===== config.mk =====
export PLATFORM = sky130hd
export DESIGN_NAME = flag_unit
export DESIGN_NICKNAME = d
export VERILOG_FILES = /design/src/rtl/flag_unit.sv
export SDC_FILE = /design/constraint.sdc
export NUM_CORES = 1
export LEC_CHECK = 0
export BUFFER_PORTS_ARGS = -buffer_cell sky130_fd_sc_hd__buf_4
export CAP_MARGIN = 15
export CORE_ASPECT_RATIO = 0.9
export CORE_MARGIN = 2
export CORE_UTILIZATION = 50
export DETAILED_ROUTE_END_ITERATION = 8
export PLACE_DENSITY = 0.79
export SLEW_MARGIN = 20
export SYNTH_ARGS = -nofsm -noshare
export SYNTH_HDL_FRONTEND = slang
export SYNTH_SLANG_ARGS = --single-unit

===== constraint.sdc =====
create_clock -name clk -period 9.66 [get_ports clk]
set_input_delay 0.483 -clock clk [delete_from_list [all_inputs] [get_ports clk]]
set_output_delay 0.483 -clock clk [all_outputs]
set_load 0.005 [all_outputs]

===== src/rtl/flag_unit.sv =====
// flag_unit: ADD/SUB/AND/ORR datapath with NZCV derivation and the
// architectural flag register. The condition checker's verdict (cond_ok)
// gates every flag write; logical operations never touch C and V.
module flag_unit #(
  parameter int WIDTH = 32
) (
  input  logic             clk,
  input  logic             reset,
  input  logic [WIDTH-1:0] src_a,
  input  logic [WIDTH-1:0] src_b,
  input  logic [1:0]       alu_ctrl,
  input  logic [1:0]       flag_write,
  input  logic             cond_ok,
  output logic [WIDTH-1:0] alu_result,
  output logic [3:0]       alu_flags,
  output logic             N,
  output logic             Z,
  output logic             C,
  output logic             V
);

  logic [WIDTH-1:0] b_eff;
  logic [WIDTH:0]   sum_ext;
  logic [WIDTH-1:0] sum;
  logic             cout;
  logic             is_arith;
  logic             flag_n;
  logic             flag_z;
  logic             flag_c;
  logic             flag_v;
  logic             write_nz;
  logic             write_cv;

  // Shared adder: SUB is A + ~B + 1, so bit 0 of alu_ctrl doubles as carry-in
  always_comb begin
    is_arith = ~alu_ctrl[1];
    b_eff    = alu_ctrl[0] ? ~src_b : src_b;
    sum_ext  = {1'b0, src_a} + {1'b0, b_eff} + {{WIDTH{1'b0}}, alu_ctrl[0]};
    sum      = sum_ext[WIDTH-1:0];
    cout     = sum_ext[WIDTH];
  end

  // Result mux: adder output for ADD/SUB, bitwise ops otherwise
  always_comb begin
    alu_result = sum;
    case (alu_ctrl)
      2'b10:   alu_result = src_a & src_b;
      2'b11:   alu_result = src_a | src_b;
      default: alu_result = sum;
    endcase
  end

  // Flag derivation; C and V read zero for logical operations
  always_comb begin
    flag_n    = alu_result[WIDTH-1];
    flag_z    = (alu_result == '0);
    flag_c    = is_arith & cout;
    flag_v    = is_arith & (src_a[WIDTH-1] == b_eff[WIDTH-1]) &
                (sum[WIDTH-1] != src_a[WIDTH-1]);
    alu_flags = {flag_n, flag_z, flag_c, flag_v};
  end

  // Independent write enables for the N/Z pair and the C/V pair
  always_comb begin
    write_nz = flag_write[1] & cond_ok;
    write_cv = flag_write[0] & cond_ok & is_arith;
  end

  // Architectural flag register; reset overrides any simultaneous write
  always_ff @(posedge clk) begin
    if (reset) begin
      N <= 1'b0;
      Z <= 1'b0;
      C <= 1'b0;
      V <= 1'b0;
    end else begin
      if (write_nz) begin
        N <= flag_n;
        Z <= flag_z;
      end
      if (write_cv) begin
        C <= flag_c;
        V <= flag_v;
      end
    end
  end

endmodule


==> flow_metrics.tcl, run 1 <==
set metrics [dict create \
    hold_class "primary input to register" \
    fin_cells 692 \
    fin_setup_tns_ns 0 \
    drt-pass1-iter-count 5 \
    r2r-start "V" \
    wl_um 11700 \
    ant_nets 0 \
    drtIter0Drc 384 \
    cts-root-buf "clkbuf_8" \
    diodes 0 \
    synth_compound_area_frac 0.323 \
    ys.flop_type "dfxtp_1" \
    worstReg2RegEnd "V" \
    dp_cells 689 \
    clockBufferDepth 2 \
    reg2reg_depth 2 \
    fp.dieW_um 91.6 \
    p_clk_frac 0.082 \
    cts_tree "built" \
    cp_data_arrival_time_ns 4.80 \
    maxSlewHeadroom 0.402 \
    final_common_cell "buf_4" \
    combPwrFrac 0.877 \
    worstSetupPathType "primary input to primary output" \
    synth_edf_count 0 \
    finalSetupViolCount 0 \
    yosysSeqAreaShare 0.0232 \
    synth_top_family_by_area "compound AO/OA/AOI/OAI gates" \
    min_period_over_period 0.547 \
    final_cell_mix "buf_4, a21oi_1, nand2_1" \
    grt_usage 0.297 \
    drive_above_1_share 0.199 \
    crit_fanout 65 \
    synthArstFlopShare 0 \
    gp_congestion 0.991 \
    cts_resized 0 \
    cts_setup_buffers 0 \
    grt_pass1_wl_um 19000 \
    tightest_slew_ns 0.897 \
    synth_mux_area_frac 0.0265 \
    cap_violations 0 \
    ir_drop_v 0.0000545 \
    nFillCells 621 \
    start_util 0.521 \
    clkTransAtPathRegs_ns 0.03 \
    wl_per_cell_um 16.9 \
    synth-xor-area-share 0.117 \
    powerDensity_nw_per_um2 99.4 \
    clock.fmax_ghz 0.189 \
    antenna_found_initial 0 \
    grt_overflow 0 \
    yosys.area_share.simple 0.268 \
    hold_viol_final 0 \
    numCtsBuffers 3 \
    power_leakage_uw 0.00187 \
    row_count 28 \
    syn_avg_cell_area_um2 6.64 \
    setup.worst_path.start "alu_ctrl[0]" \
    seqPwrFrac 0.041 \
    syn_nets 625 \
    nets 709 \
    synth_area_um2 3450 \
    die_h_um 82.8 \
    swShare 0.519 \
    htree_levels 1 \
    grt_max_degree 67 \
    portBuffers 110 \
    core_area_um2 6620 \
    cp.required_ns 9.18 \
    grt_pass1_vias 3896 \
    hpwl_um 9420 \
    num_io_pins 111 \
    via_count 4408 \
    grt_setup_unrepaired "no" \
    via_per_inst 6.37 \
    route.detailed.drc 0 \
    postCtsHoldBufs 0 \
    p_int_uw 205 \
    synth_cell_types 65 \
    holdWs_ns 0.468 \
    fp.dieArea_um2 7580 \
    insertion_delay_ns 0.22 \
    fin_worst_skew_ns 0 \
    fin_crit_ns 5.29 \
    report.final.slew_viol_count 0 \
    area_growth_syn_to_layout_pct 24.4 \
    yosysWarnings 0 \
    clkSinkCount 4 \
    yosys_register_bits 4 \
    timing.critical_path.to "alu_flags[2]" \
    p_sw_uw 221 \
    rrSetupSlack_ns 9.01 \
    netlist_instances 520 \
    cp-start-kind "primary input" \
    synthAdderAreaFrac 0.187 \
    worstSetupEndpointType "primary output" \
    status "finished clean" \
]
## flip-flops by register name (all words and copies together) (netlist names)
signal	count
C	1
N	1
V	1
Z	1
## stage by stage
step	total power, uW	worst slack, ns	utilization	cell area, um^2
after detailed placement	382	4.47	0.642	4250
after CTS	420	4.45	0.648	4290
after floorplan	253	4.32	-	3450
after global routing	465	4.06	0.648	4290
after global placement	377	4.56	0.642	4250
final	426	4.37	0.648	4290
## cell type report
| class | count | area (um^2) | area share |
|---|---|---|---|
| Multi-Input combinational cell | 470 | 3180 | 0.740 |
| Tap cell | 90 | 113 | 0.0262 |
| Timing Repair Buffer | 110 | 826 | 0.192 |
| Sequential cell | 4 | 80.1 | 0.0187 |
| Inverter | 15 | 56.3 | 0.0131 |
| Clock buffer | 3 | 41.3 | 0.00962 |
## logic make-up after synthesis
| logic type | Yosys count |
|---|---|
| adder cells (fa/ha/maj) | 55 |
| multiplexers | 9 |
| AO/OA/AOI/OAI | 175 |
| AND/OR/NAND/NOR | 185 |
| flip-flops | 4 |
| buffers and inverters | 46 |
| XOR/XNOR | 46 |
## critical path, cell delays in order
cell,delay (ns)
buf_4,0.61
mux2i_1,0.32
fa_1,0.48
nand2b_1,0.20
a211oi_1,0.39
o21bai_1,0.25
a21oi_1,0.51
a211oi_1,0.17
xnor2_1,0.16
mux2i_1,0.24
or4bb_1,0.53
nor4b_2,0.29
buf_4,0.17
## synthesized netlist by cell type, types with 6 or more instances
| cell | n | share of area |
|---|---|---|
| xnor2_1 | 13 | 0.033 |
| a21oi_1 | 52 | 0.075 |
| o31ai_1 | 7 | 0.015 |
| nor2_1 | 47 | 0.051 |
| mux2i_1 | 8 | 0.023 |
| o21ai_0 | 33 | 0.048 |
| nor3_1 | 11 | 0.016 |
| xor2_1 | 33 | 0.084 |
| nor2b_1 | 9 | 0.016 |
| a21o_1 | 9 | 0.020 |
| clkbuf_1 | 25 | 0.027 |
| nand3_1 | 14 | 0.020 |
| inv_1 | 15 | 0.016 |
| nand4_1 | 14 | 0.025 |
| a211oi_1 | 12 | 0.026 |
| nor4_1 | 9 | 0.016 |
| o21ai_1 | 11 | 0.016 |
| maj3_1 | 20 | 0.058 |
| o211ai_1 | 6 | 0.013 |
| ha_1 | 33 | 0.12 |
| nand2_1 | 51 | 0.055 |
## layer usage
layer  up-vias  global-route usage  wire (um)
li1       2126                   -          -
met4         0              0.0510        153
met2       216               0.459       5150
met5         -                   0          0
met1      2048               0.453       5470
met3        18              0.0200        944
## power by group through the flow
stage	logic (uW)	clock network, uW	registers (uW)
final	374	34.9	17.6
after global routing	411	36.6	17.7
after CTS	366	35.6	17.6
after detailed placement	364	0	17.9
after global placement	359	0	17.8
after floorplan	235	0	17.9
## worst min path at each step
stage          startpoint  end  slack [ns]  depth (start not counted)
2_1_floorplan           V    V        0.46                          2
3_3_place_gp            V    V        0.46                          2
3_5_place_dp            V    V        0.47                          2
4_1_cts             reset    C        0.46                          2
5_1_grt             reset    V        0.47                          2
6_report            reset    C        0.47                          2
No activity file was read; power rests on OpenSTA's default activity.
==> run 2, diff against run 1 <==
Clock period 9.66 ns to 5.2 ns, I/O delays scaled along.
==> run 2 against run 1 <==
Cell count grew 1.2%; clock power increased by 84%; global-route usage is 0.26 points lower; clock skew stayed put; total power is 89% higher; combinational power rose by 89%; critical path type unchanged; largest cell class unchanged.
==> flow_metrics.tcl, run 2 (synthesis gave the netlist of run 1 again) <==
set metrics [dict create \
    worstHoldEndpoint "V" \
    crit_fanout 32 \
    r2r-start "C" \
    die_h_um 82.8 \
    num_io_pins 111 \
    cp-start-kind "primary input" \
    hold_viol_final 0 \
    row_count 28 \
    use_met3 0.0263 \
    report.final.slew_viol_count 0 \
    grt_max_degree 67 \
    clkTransAtPathRegs_ns 0.03 \
    status "finished clean" \
    fin_setup_tns_ns 0 \
    wl_um 11800 \
    route.detailed.drc 0 \
    cts_tree "built" \
    clkSinkCount 4 \
    power_leakage_uw 0.00191 \
    powerDensity_nw_per_um2 185 \
    clockBufferDepth 2 \
    via_per_inst 6.24 \
    grt_pass1_wl_um 18900 \
    cts_resized 0 \
    tightest_slew_ns 0.673 \
    grt_setup_unrepaired "no" \
    final_cell_mix "buf_4, a21oi_1, nand2_1" \
    start_util 0.521 \
    cap_violations 0 \
    numCtsBuffers 3 \
    rrSetupSlack_ns 4.51 \
    drt-pass1-iter-count 5 \
    whs_path_depth 2 \
    hold_start "reset" \
    ant_nets 0 \
    worstReg2RegEnd "C" \
    hold_class "primary input to register" \
    fin_worst_skew_ns 0 \
    ir_drop_v 0.0000873 \
    core_area_um2 6620 \
    min_period_over_period 0.849 \
    fin_crit_ns 4.41 \
    maxSlewHeadroom 0.551 \
    nets 717 \
    antenna_found_initial 0 \
    holdWs_ns 0.239 \
    drive_above_1_share 0.210 \
    grt_overflow 0 \
    postCtsHoldBufs 0 \
    fp.dieArea_um2 7580 \
    cts-root-buf "clkbuf_8" \
    finalSetupViolCount 0 \
    drtIter0Drc 314 \
    area_growth_syn_to_layout_pct 26.1 \
    portBuffers 110 \
    seq_area_um2 80.1 \
    htree_levels 1 \
    via_count 4366 \
    worstSetupPathType "primary input to primary output" \
    grt_pass1_vias 3899 \
    gp_congestion 0.964 \
    diodes 0 \
    cp.required_ns 4.94 \
    cp_data_arrival_time_ns 4.15 \
    final_common_cell "buf_4" \
    grt_usage 0.294 \
    wl_per_cell_um 16.8 \
    grtUsageMet1 0.440 \
    reg2reg_depth 2 \
    grt_busiest_layer "met2" \
    worstSetupEndpointType "primary output" \
    insertion_delay_ns 0.21 \
    fp.dieW_um 91.6 \
    hpwl_um 9680 \
    clock.fmax_ghz 0.227 \
    use_met2 0.470 \
    multi_input_area_um2 3180 \
    cts_setup_buffers 0 \
    nFillCells 611 \
]
## run 2: changes by cell type in the layout (fill, tap and decap cells not counted)
| cell | delta |
|---|---|
| buf_4 | +8 |
## run 2: worst max path at each step
| stage | startpoint | endpoint | slack, ns | cells after the start |
|---|---|---|---|---|
| floorplan | alu_ctrl[0] | alu_flags[2] | 0.31 | 16 |
| global placement | alu_ctrl[0] | alu_flags[2] | 0.88 | 13 |
| detailed placement | alu_ctrl[0] | alu_flags[2] | 0.87 | 13 |
| CTS | alu_ctrl[0] | alu_flags[2] | 0.85 | 13 |
| global route | alu_ctrl[0] | alu_flags[2] | 0.54 | 14 |
| finish | alu_ctrl[0] | alu_flags[2] | 0.79 | 14 |
## run 2: layout make-up
type                       count  share of cell area
inverter                      15              0.0129
timing repair buffer         118               0.204
multi-input combinational    470               0.730
clock buffer                   3             0.00949
tap                           90              0.0259
sequential                     4              0.0184
## run 2: stage by stage
step | utilization | cell area (um^2) | std cells | power [uW] | worst slack [ns]
finish | 0.657 | 4350 | 700 | 804 | 0.787
floorplan | - | 3450 | 520 | 471 | 0.308
detailed placement | 0.651 | 4310 | 697 | 723 | 0.869
global route | 0.657 | 4350 | 700 | 871 | 0.540
CTS | 0.657 | 4350 | 700 | 791 | 0.850
global placement | 0.651 | 4310 | 697 | 714 | 0.876
## run 2: critical path, cell delays in order
cell and delay, ns:
buf_4 0.35, buf_4 0.39, xor2_1 0.12, ha_1 0.38
o211ai_1 0.12, a211oi_1 0.44, o21bai_1 0.25, a211o_1 0.32
a2111oi_0 0.44, a311oi_1 0.16, nor4_1 0.31, nand4_1 0.16
nor4b_2 0.29, buf_4 0.15
## run 2: where the power goes
group | switching [uW] | total (uW) | internal [uW]
Combinational | 398 | 707 | 309
Sequential | 0.613 | 32.8 | 32.2
Clock | 14.9 | 64.2 | 49.2
Total | 414 | 804 | 390
## run 2: per-layer routing
metal / vias to the layer above / part of all wire
li1: 2142 / -
met1: 2027 / 0.48
met2: 187 / 0.44
met3: 10 / 0.076
met4: 0 / 0.0056
met5: - / 0
